[src/rtl/dmem_arb_pkg.sv]
// Shared types and constants for the data-memory arbiter.
//   arb_state_e : FSM encoding (IDLE / GNT_CPU / GNT_DBG)
//   OWN_CPU/DBG : encoding of the last_owner bit
//   grant_state : maps an owner bit to its grant state
package dmem_arb_pkg;

   typedef enum logic [1:0] {
      IDLE    = 2'b00,
      GNT_CPU = 2'b01,
      GNT_DBG = 2'b10
   } arb_state_e;

   localparam logic OWN_CPU = 1'b0;
   localparam logic OWN_DBG = 1'b1;

   function automatic arb_state_e grant_state(input logic owner);
      return (owner == OWN_CPU) ? GNT_CPU : GNT_DBG;
   endfunction

endpackage

[src/rtl/arb_burst_counter.sv]
// Burst counter: counts consecutive contended grants to the current owner.
//   clk, rst_n : clock, async active-low reset
//   clr_i      : clear to 0 (wins over inc_i)
//   inc_i      : advance by one
//   tc_o       : count has reached MAX_BURST-1
module arb_burst_counter #(
   parameter int unsigned MAX_BURST = 4
) (
   input  logic clk,
   input  logic rst_n,
   input  logic clr_i,
   input  logic inc_i,
   output logic tc_o
);

   localparam int unsigned CW = (MAX_BURST > 1) ? $clog2(MAX_BURST) : 1;

   logic [CW-1:0] cnt_q, cnt_d;

   // next count
   always_comb begin
      cnt_d = cnt_q;
      if (clr_i) begin
         cnt_d = '0;
      end else if (inc_i) begin
         cnt_d = cnt_q + CW'(1);
      end
   end

   always_ff @(posedge clk or negedge rst_n) begin
      if (!rst_n) begin
         cnt_q <= '0;
      end else begin
         cnt_q <= cnt_d;
      end
   end

   assign tc_o = (cnt_q == CW'(MAX_BURST - 1));

endmodule

[src/rtl/dmem_arbiter.sv]
// Two-requester arbiter for the single-port data memory (CPU vs debug/loader).
// Round-robin between requesters with a bounded burst under contention.
//   clk, reset              : clock, async active-low reset
//   cpu_* / dbg_* (in)      : req, we, addr, wdata; held until granted
//   cpu_* / dbg_* (out)     : gnt (access this cycle), valid (read data ready),
//                             rdata (registered read data)
//   cpu_stall               : CPU request not granted this cycle
//   mem_addr/wdata/we       : muxed memory access, zero when idle
//   mem_rdata               : combinational memory read data
module dmem_arbiter
   import dmem_arb_pkg::*;
#(
   parameter int unsigned DATA_WIDTH = 32,
   parameter int unsigned ADDR_WIDTH = 32,
   parameter int unsigned MAX_BURST  = 4
) (
   input  logic                  clk,
   input  logic                  reset,
   input  logic                  cpu_req,
   input  logic                  cpu_we,
   input  logic [ADDR_WIDTH-1:0] cpu_addr,
   input  logic [DATA_WIDTH-1:0] cpu_wdata,
   output logic                  cpu_gnt,
   output logic                  cpu_valid,
   output logic [DATA_WIDTH-1:0] cpu_rdata,
   output logic                  cpu_stall,
   input  logic                  dbg_req,
   input  logic                  dbg_we,
   input  logic [ADDR_WIDTH-1:0] dbg_addr,
   input  logic [DATA_WIDTH-1:0] dbg_wdata,
   output logic                  dbg_gnt,
   output logic                  dbg_valid,
   output logic [DATA_WIDTH-1:0] dbg_rdata,
   output logic [ADDR_WIDTH-1:0] mem_addr,
   output logic [DATA_WIDTH-1:0] mem_wdata,
   output logic                  mem_we,
   input  logic [DATA_WIDTH-1:0] mem_rdata
);

   arb_state_e state_q, state_d;
   logic       last_q, last_d;
   logic       cnt_clr, cnt_inc, cnt_tc;

   logic                  cpu_valid_q, dbg_valid_q;
   logic [DATA_WIDTH-1:0] cpu_rdata_q, dbg_rdata_q;

   arb_burst_counter #(
      .MAX_BURST (MAX_BURST)
   ) u_burst_cnt (
      .clk   (clk),
      .rst_n (reset),
      .clr_i (cnt_clr),
      .inc_i (cnt_inc),
      .tc_o  (cnt_tc)
   );

   // state and last_owner registers
   always_ff @(posedge clk or negedge reset) begin
      if (!reset) begin
         state_q <= IDLE;
         last_q  <= OWN_DBG;
      end else begin
         state_q <= state_d;
         last_q  <= last_d;
      end
   end

   // next state, last_owner and burst-counter control
   always_comb begin
      state_d = state_q;
      last_d  = last_q;
      cnt_inc = 1'b0;
      cnt_clr = 1'b1;
      unique case (state_q)
         IDLE: begin
            if (cpu_req && dbg_req) begin
               state_d = grant_state(~last_q);
            end else if (cpu_req) begin
               state_d = GNT_CPU;
            end else if (dbg_req) begin
               state_d = GNT_DBG;
            end
         end
         GNT_CPU: begin
            if (!cpu_req) begin
               state_d = dbg_req ? GNT_DBG : IDLE;
            end else if (dbg_req && cnt_tc) begin
               state_d = GNT_DBG;
            end
            // count only while keeping ownership against a waiting rival
            cnt_inc = (state_d == GNT_CPU) && dbg_req;
         end
         GNT_DBG: begin
            if (!dbg_req) begin
               state_d = cpu_req ? GNT_CPU : IDLE;
            end else if (cpu_req && cnt_tc) begin
               state_d = GNT_CPU;
            end
            cnt_inc = (state_d == GNT_DBG) && cpu_req;
         end
         default: begin
            state_d = IDLE;
         end
      endcase
      cnt_clr = ~cnt_inc;
      if (state_d == GNT_CPU) begin
         last_d = OWN_CPU;
      end else if (state_d == GNT_DBG) begin
         last_d = OWN_DBG;
      end
   end

   // grant and memory mux; combinational from state so reset drops them at once
   always_comb begin
      cpu_gnt   = 1'b0;
      dbg_gnt   = 1'b0;
      mem_addr  = '0;
      mem_wdata = '0;
      mem_we    = 1'b0;
      unique case (state_q)
         GNT_CPU: begin
            cpu_gnt   = cpu_req;
            mem_addr  = cpu_addr;
            mem_wdata = cpu_wdata;
            mem_we    = cpu_req & cpu_we;
         end
         GNT_DBG: begin
            dbg_gnt   = dbg_req;
            mem_addr  = dbg_addr;
            mem_wdata = dbg_wdata;
            mem_we    = dbg_req & dbg_we;
         end
         default: ;
      endcase
   end

   // read-data capture; rdata holds until the owner's next granted read
   always_ff @(posedge clk or negedge reset) begin
      if (!reset) begin
         cpu_valid_q <= 1'b0;
         dbg_valid_q <= 1'b0;
         cpu_rdata_q <= '0;
         dbg_rdata_q <= '0;
      end else begin
         cpu_valid_q <= cpu_gnt & ~cpu_we;
         dbg_valid_q <= dbg_gnt & ~dbg_we;
         if (cpu_gnt && !cpu_we) begin
            cpu_rdata_q <= mem_rdata;
         end
         if (dbg_gnt && !dbg_we) begin
            dbg_rdata_q <= mem_rdata;
         end
      end
   end

   assign cpu_valid = cpu_valid_q;
   assign dbg_valid = dbg_valid_q;
   assign cpu_rdata = cpu_rdata_q;
   assign dbg_rdata = dbg_rdata_q;
   assign cpu_stall = cpu_req & ~cpu_gnt;

endmodule
[config.mk]
export PLATFORM = sky130hd
export DESIGN_NAME = dmem_arbiter
export DESIGN_NICKNAME = d
export VERILOG_FILES = /design/src/rtl/dmem_arb_pkg.sv /design/src/rtl/arb_burst_counter.sv /design/src/rtl/dmem_arbiter.sv
export SDC_FILE = /design/constraint.sdc
export NUM_CORES = 1
export LEC_CHECK = 0
export BUFFER_PORTS_ARGS = -buffer_cell sky130_fd_sc_hd__buf_2
export CORE_AREA = 2 2 118 120
export CTS_CLUSTER_SIZE = 12
export DETAILED_ROUTE_END_ITERATION = 8
export DIE_AREA = 0 0 120 122
export PLACE_DENSITY = 0.66
export SETUP_SLACK_MARGIN = 0.1
export SLEW_MARGIN = 15
export SYNTH_ARGS = -nofsm -noshare
export SYNTH_HDL_FRONTEND = slang
export SYNTH_HIERARCHICAL = 1
export SYNTH_SLANG_ARGS = --single-unit
[constraint.sdc]
create_clock -name clk -period 1.92 [get_ports clk]
set_input_delay 0.576 -clock clk [delete_from_list [all_inputs] [get_ports clk]]
set_output_delay 0.576 -clock clk [all_outputs]
set_load 0.005 [all_outputs]
### Yosys cells after proc, flatten, opt, wreduce, memory -nomap -nowiden

Cells that the tools add are included.

* logic and storage cells: 56
* input port bits: 166
* flip-flop bits (word level): 71

* mux-type cells: 22
* reductions and logical operators: 11
* $add $sub $neg: 1
* equality and inequality tests: 7
* bitwise operators: 8

Operators with widths (count)
* 32-bit one-hot mux with 2 select lines: 2
* 2-bit two-way mux: 12
* 2-bit == test (second input constant): 4
* 1-bit logical AND: 7
* 2-bit by 1-bit == test with 1-bit output (second input constant): 3
* 2-bit one-hot mux with 3 select lines: 1
* 1-bit bitwise AND: 5
* 1-bit two-way mux: 5
* 1-bit one-hot mux with 2 select lines: 2
* 1-bit inverter: 3
* 2-bit by 1-bit adder with 2-bit output (second input constant): 1
* 1-bit logical NOT: 2
* 2-bit logical NOT: 1
* 2-bit nonzero test: 1

### Logic depth before layout (Yosys ltp)

Gate-level depths: netlist of the first run.

* depth after elaboration: 9
* depth in mapped cells: 9
* gate-level depth less buffers: 9

### Cells and area by module

Netlist of the first run, hierarchy kept.

By module, submodules not included
* dmem_arbiter: cells an instance 333, times used 1, seq. area each 1727.9 sq um, area an instance 3977.6 sq um
* arb_burst_counter: cells an instance 7, times used 1, seq. area each 50.0 sq um, area an instance 88.8 sq um

### Worst setup path before layout of the first run

Ideal clock, no wire load.

* path type: reg2out
* from: reg state_q[0]
* to: out mem_addr[12]
* data arrival time: 1.421 ns
* setup slack: -0.077 ns
* stages on the path, launching flop included: 7
* path buffers: 2
* path through: dfrtp_1 -> inv_1 -> ha_1 -> buf_2 -> buf_1 -> a22oi_1 -> nor2b_1

* cells in the longest elaborated chain, start to end: 2

Ends and longest elaborated chain
* from (decl): line dmem_arbiter.sv:40 `arb_state_e state_q, state_d;`
* from (signal assigned): line dmem_arbiter.sv:63 `state_q <= state_d;`
* 2-bit == test or 2-bit by 1-bit == test with 1-bit output (tied branches): line dmem_arbiter.sv:120 `unique case (state_q)`
* 32-bit one-hot mux with 2 select lines (*): line dmem_arbiter.sv:120
* to (decl): line dmem_arbiter.sv:34 `output logic [ADDR_WIDTH-1:0] mem_addr,`

Mark *: on every way between the ends. The rest lies on a longest branch, timed or not.

### Worst setup path after layout of the first run

* from: reg state_q[1]
* to: out mem_wdata[0]

* cells in the longest elaborated chain, start to end: 2

Ends and longest elaborated chain
* 2-bit == test or 2-bit by 1-bit == test with 1-bit output (tied branches): line dmem_arbiter.sv:120
* 32-bit one-hot mux with 2 select lines (*): line dmem_arbiter.sv:120
* to (decl): line dmem_arbiter.sv:35 `output logic [DATA_WIDTH-1:0] mem_wdata,`

Marked as above.

==> results of run 1 <==
==> worst reg2reg max path: stages (launching register included) <==
cell	delay [ps]
dfrtp_1	410
buf_6	140
ha_4	210
buf_6	130
and2_4	140
buf_4	130
nand2b_2	180
clkbuf_16	250
mux2_4	310
==> power by group <==
group	internal (mW)	switching, mW	total [mW]
registers	2.22	0.412	2.63
logic	3.49	2.45	5.94
clock network	1.06	0.682	1.75
total	6.78	3.54	10.3
==> sequential cells by signal, indices dropped and copies added, names as in the netlist <==
name,count
dbg_rdata,32
u_burst_cnt/cnt_q,2
state_q,2
last_q,1
dbg_valid,1
cpu_rdata,32
cpu_valid,1
==> layer usage <==
layer	global-route usage	up-vias	wire length, µm
met1	0.2126	1928	5736
met4	0.07206	0	223
met3	0.02949	19	851
met5	0	-	0
li1	-	1857	-
met2	0.3210	177	7646
==> path summary, 6_finish.rpt <==
check | end | slack, ps | startpoint | cells after the start
setup / recovery | mem_wdata[0] | -350 | state_q[1]$_DFF_PN0_ | 6
hold / removal | cpu_rdata[6]$_DFFE_PN0P_ | 180 | reset | 1
setup reg to reg | dbg_rdata[18]$_DFFE_PN0P_ | -100 | state_q[1]$_DFF_PN0_ | 8
hold reg to reg | last_q$_DFFE_PN1P_ | 490 | last_q$_DFFE_PN1P_ | 2
max in group asynchronous | dbg_rdata[25]$_DFFE_PN0P_ | 1120 | reset | 2
min in group clk | cpu_rdata[6]$_DFFE_PN0P_ | 480 | mem_rdata[6] | 2
==> kinds of logic after synthesis <==
group,share of synthesized area
AND/OR/NAND/NOR,0.1203
adder cells (fa/ha/maj),0.01846
AO/OA/AOI/OAI,0.1425
flip-flops,0.4372
buffers and inverters,0.04615
XOR/XNOR,0.002154
multiplexers,0.2332
==> layout make-up <==
cell class,count,area (µm²)
tap,180,225.2
sequential,71,1778
fill,1198,6695
multi-input combinational,234,2384
clock inverter,6,75.07
timing repair buffer,334,2086
clock buffer,10,239.0
inverter,6,22.52
==> layout by cell type (no fill, tap or decap), types with 4 or more instances in the layout <==
master and count:
clkbuf_16 15, nand2_1 5, nor2b_1 63, a22oi_1 31, a22oi_2 33, buf_2 297
buf_6 9, dfrtp_1 70, buf_4 8, buf_12 8, ha_4 4, mux2_4 61
==> metrics by stage <==
stage / cells / setup TNS [ps]
finish: 841 / -22870
global route: 841 / -31690
CTS: 830 / -18820
detailed placement: 805 / -879.6
global placement: 805 / -104.2
floorplan: 340 / 0
==> repair_timing <==
item                       CTS  global route
pin swaps                    4             5
cloned                       3             7
gates resized for setup     50            29
buffers inserted             6             5
setup endpoints to repair   71           132
==> flow_metrics.py, run 1 <==
metrics = {
    "outcome": {
        "status": "complete, but fails checks",
        "violations": "setup timing",
    },
    "setup_path": {
        "cp.arrival_ps": 1690,
        "startpoint_type": "flip-flop",
        "path_buf_inv": 3,
        "slowest_stage": "dfrtp_1",
        "crit_fanout": 23,
        "cp-end-kind": "output port",
        "path_delay_family": "buffers and inverters",
        "slowest_delay_ps": 410,
        "path_class": "reg -> out",
        "required_ps": 1340,
        "crit_chain": "inv_2 > ha_4 > buf_12 > a22oi_2 > nor2b_2 > buf_2",
    },
    "global_routing": {
        "grt_max_degree": 37,
        "antenna_found_initial": 0,
        "grt_pass1_wl_um": 20560,
        "grt_use_total": 0.1789,
        "gr-total-overflow": 0,
        "grt_pass1_vias": 4037,
    },
    "placement": {
        "dpl_worst_slack_ps": -95.31,
        "gp_congestion": 0.8248,
        "port_buffers": 299,
        "dp_hpwl_um": 9966,
        "placed_area_um2": 5846,
    },
    "cells_and_area": {
        "area_delta_synth_final_pct": 67.45,
        "antenna_cells": 0,
        "fin_nets": 828,
        "utilization": 0.5042,
        "fin_area_um2": 6809,
        "layout-drive-gt1-share": 0.7110,
    },
    "job": {
        "cap_viol_max_count": 0,
    },
    "floorplan": {
        "chipHeight_um": 122,
        "die_w_um": 120,
        "start_util": 0.3011,
        "rows": 43,
        "core-area_um2": 13500,
        "io_pins": 300,
        "dieArea_um2": 14640,
    },
    "synth": {
        "synth_area_leaders": "dfrtp_1, mux2_4, a22oi_1, nor2b_1, buf_6",
        "synthesis.nets": 512,
        "synth_area_leader_cell": "dfrtp_1",
        "synth_seq_cells": 71,
        "synth_cell_types": 29,
        "async_flop_share": 1.000,
        "syn_area_um2": 4066,
        "synth.most_common_cell": "dfrtp_1",
        "yosysSeqAreaShare": 0.4372,
        "synth_top_area_share": 0.4308,
        "ys_dominant_reg_cell": "dfrtp_1",
        "synth_cells": 340,
        "synth.avg_cell_area_um2": 11.96,
        "synthTopCellsByCount": "dfrtp_1, nor2b_1, a22oi_1",
        "synth_edf_count": 0,
        "yosys_warnings": 6,
    },
    "routing": {
        "first_pass_iters": 4,
        "drtAntennaViolNets": 0,
        "post-route-drc-count": 0,
        "wl_per_cell_um": 17.19,
        "vias": 3981,
        "first_iter_violations": 201,
        "vias_per_cell": 4.734,
        "finalWirelength_um": 14460,
    },
    "hold_path": {
        "worstHoldPathType": "in -> async",
    },
    "clocking": {
        "clock-sinks": 71,
        "postCtsHoldBufs": 0,
        "cts_made_buffers": 9,
        "clockBufferDepth": 2,
        "htreeDepth": 3,
        "cts_tree": "yes",
        "path_clk_slew_ps": 60,
        "clockRootBuffer": "clkbuf_16",
        "clk_latency_ps": 340,
    },
    "sta": {
        "clock_skew_ps": 8.346,
        "layout_min_cycle_time_ps": 2269,
        "hold_viol": 0,
        "maxSlewHeadroom": 0.6967,
        "setup_viol_count_final": 128,
        "fmax_mhz": 440.8,
        "rsz0062_at_grt": "yes",
        "slew_viol_final": 0,
        "finalCritPeriodShare": 1.182,
        "whs_ps": 181.8,
        "layout_setup_ws_ps": -348.8,
        "worst-slew-pin-transition_ps": 455.0,
    },
    "power_and_ir_drop": {
        "vdd_ir_drop_max_mv": 0.6505,
        "p_leak_nw": 3.572,
        "power_mw": 10.32,
        "power_density_nw_per_um2": 1516,
    },
}
No activity file was read; power rests on OpenSTA's default activity.
==> run 2: changes to the inputs <==
Settings changed: BUFFER_PORTS_ARGS -buffer_cell sky130_fd_sc_hd__buf_2 to not set, DONT_BUFFER_PORTS set to 1, PLACE_DENSITY 0.66 to not set.
==> flow_metrics.py, run 2 (synthesis gave the netlist of run 1 again) <==
metrics = {
    "sta": {
        "hold_viol": 70,
        "worst-slew-pin-transition_ps": 254.0,
        "finalCritPeriodShare": 1.156,
        "rsz0062_at_grt": "yes",
        "layout_setup_ws_ps": -300.0,
        "setup_viol_count_final": 74,
        "layout_min_cycle_time_ps": 2220,
        "setup_tns_ps": -16240,
        "clock_skew_ps": 6.180,
        "whs_ps": -56.61,
        "maxSlewHeadroom": 0.8289,
        "slew_viol_final": 0,
        "fmax_mhz": 450.5,
    },
    "clocking": {
        "clockRootBuffer": "clkbuf_16",
        "clock-sinks": 71,
        "clk_latency_ps": 320,
        "path_clk_slew_ps": 60,
        "cts_tree": "yes",
        "htreeDepth": 3,
        "clockBufferDepth": 2,
        "cts_made_buffers": 9,
    },
    "global_routing": {
        "grt_use_total": 0.1590,
        "grt_pass1_wl_um": 17620,
        "grt_pass1_vias": 2965,
        "antenna_found_initial": 0,
        "grt_max_degree": 72,
        "gr-total-overflow": 0,
    },
    "cells_and_area": {
        "area_delta_synth_final_pct": 36.28,
        "utilization": 0.4104,
        "fin_nets": 545,
        "layout-drive-gt1-share": 0.5332,
        "multi_input_area_um2": 2436,
        "seqCellArea_um2": 1778,
        "final_cell_mix": "dfrtp_1, mux2_4, nor2b_1, a22oi_2, a22oi_1",
        "layout_commonest_cell": "dfrtp_1",
        "fin_cells": 557,
        "fin_area_um2": 5542,
        "antenna_cells": 0,
        "fillCellCount": 1221,
    },
    "placement": {
        "dp_hpwl_um": 8380,
        "placed_area_um2": 4349,
        "port_buffers": 0,
        "gp_congestion": 0.8709,
        "dpl_worst_slack_ps": -104.1,
        "place_inst": 511,
    },
    "routing": {
        "finalWirelength_um": 13240,
        "wl_per_cell_um": 23.77,
        "vias": 3001,
        "vias_per_cell": 5.388,
        "first_iter_violations": 148,
        "first_pass_iters": 4,
        "drtAntennaViolNets": 0,
        "post-route-drc-count": 0,
    },
    "power_and_ir_drop": {
        "clkPwrFrac": 0.160,
        "power_mw": 9.439,
        "intPower_mw": 6.179,
        "combPwrFrac": 0.538,
        "power_switching_mw": 3.260,
        "p_leak_nw": 2.389,
        "vdd_ir_drop_max_mv": 0.8789,
        "power_density_nw_per_um2": 1703,
        "p_seq_frac": 0.302,
        "swShare": 0.3454,
    },
    "setup_path": {
        "crit_chain": "inv_2 > ha_4 > and2_2 > nand2_1 > a21boi_1 > buf_4",
        "startpoint_type": "flip-flop",
        "path_class": "reg -> out",
        "cp-end-kind": "output port",
        "required_ps": 1340,
        "slowest_stage": "dfrtp_1",
        "path_buf_inv": 2,
        "crit_fanout": 5,
        "path_delay_family": "flip-flops",
        "cp.arrival_ps": 1640,
        "slowest_delay_ps": 400,
    },
    "floorplan": {
        "rows": 43,
        "core-area_um2": 13500,
        "dieArea_um2": 14640,
        "io_pins": 300,
        "die_w_um": 120,
        "chipHeight_um": 122,
        "start_util": 0.3011,
    },
    "hold_path": {
        "worstHoldPathType": "in -> async",
    },
    "outcome": {
        "status": "complete, but fails checks",
        "violations": "hold timing, setup timing",
    },
    "job": {
        "cap_viol_max_count": 0,
    },
}
run 2: changes by cell type in the layout (fill, tap and decap cells not counted), moves of 7 or more:
cell	before	now
nor2b_1	63	55
buf_4	8	17
a22oi_2	33	40
nor2b_2	2	10
buf_2	297	0
a22oi_1	31	24
run 2: cell type report:
class / count / area share
multi-input cells: 234 / 0.4396
clock inverters: 5 / 0.006096
flip-flops and latches: 71 / 0.3208
repair buffers: 51 / 0.1456
inverters: 6 / 0.004064
clock buffers: 10 / 0.04312
well taps: 180 / 0.04064
run 2: path summary, 6_finish.rpt:
check,start,endpoint,slack (ps),cells after the start
worst min register to register,last_q$_DFFE_PN1P_,last_q$_DFFE_PN1P_,510,2
worst min-delay path,reset,dbg_rdata[6]$_DFFE_PN0P_,-60,0
max in group asynchronous,reset,last_q$_DFFE_PN1P_,1780,0
worst max register to register,state_q[0]$_DFF_PN0_,last_q$_DFFE_PN1P_,-130,11
min in group clk,mem_rdata[30],dbg_rdata[30]$_DFFE_PN0P_,390,1
worst max-delay path,state_q[0]$_DFF_PN0_,mem_we,-300,6
run 2: what timing repair did:
item	CTS	global route
setup endpoints to repair	101	103
gates cloned	7	6
hold endpoints to repair	70	70
gates resized for setup	57	44
pin swaps	7	40
buffers inserted	14	5
run 2: worst register-to-register path, stage by stage, from the launching register on:
cell and delay [ps]:
dfrtp_1 400, inv_2 140, ha_4 220, buf_12 140
buf_8 110, nand2_4 50, a21oi_2 110, o211ai_1 130
a31o_2 290, ha_4 270, nand2_2 60, o21ai_2 50
run 2: per-layer routing:
layer / track usage / share of wire / vias to the layer above
met5: 0 / 0 / -
met4: 0.06471 / 0.025 / 0
met3: 0.07584 / 0.11 / 19
met2: 0.2624 / 0.51 / 196
met1: 0.1766 / 0.35 / 1497
li1: - / - / 1289
run 2: power groups by stage:
| stage | Clock [mW] | Sequential [mW] | Combinational (mW) |
|---|---|---|---|
| final | 1.51 | 2.86 | 5.08 |
| after global routing | 1.64 | 2.95 | 5.39 |
| after CTS | 1.57 | 2.86 | 4.31 |
| after detailed placement | 0 | 2.88 | 3.38 |
| after global placement | 0 | 2.84 | 3.30 |
| after floorplan | 0 | 2.67 | 2.90 |
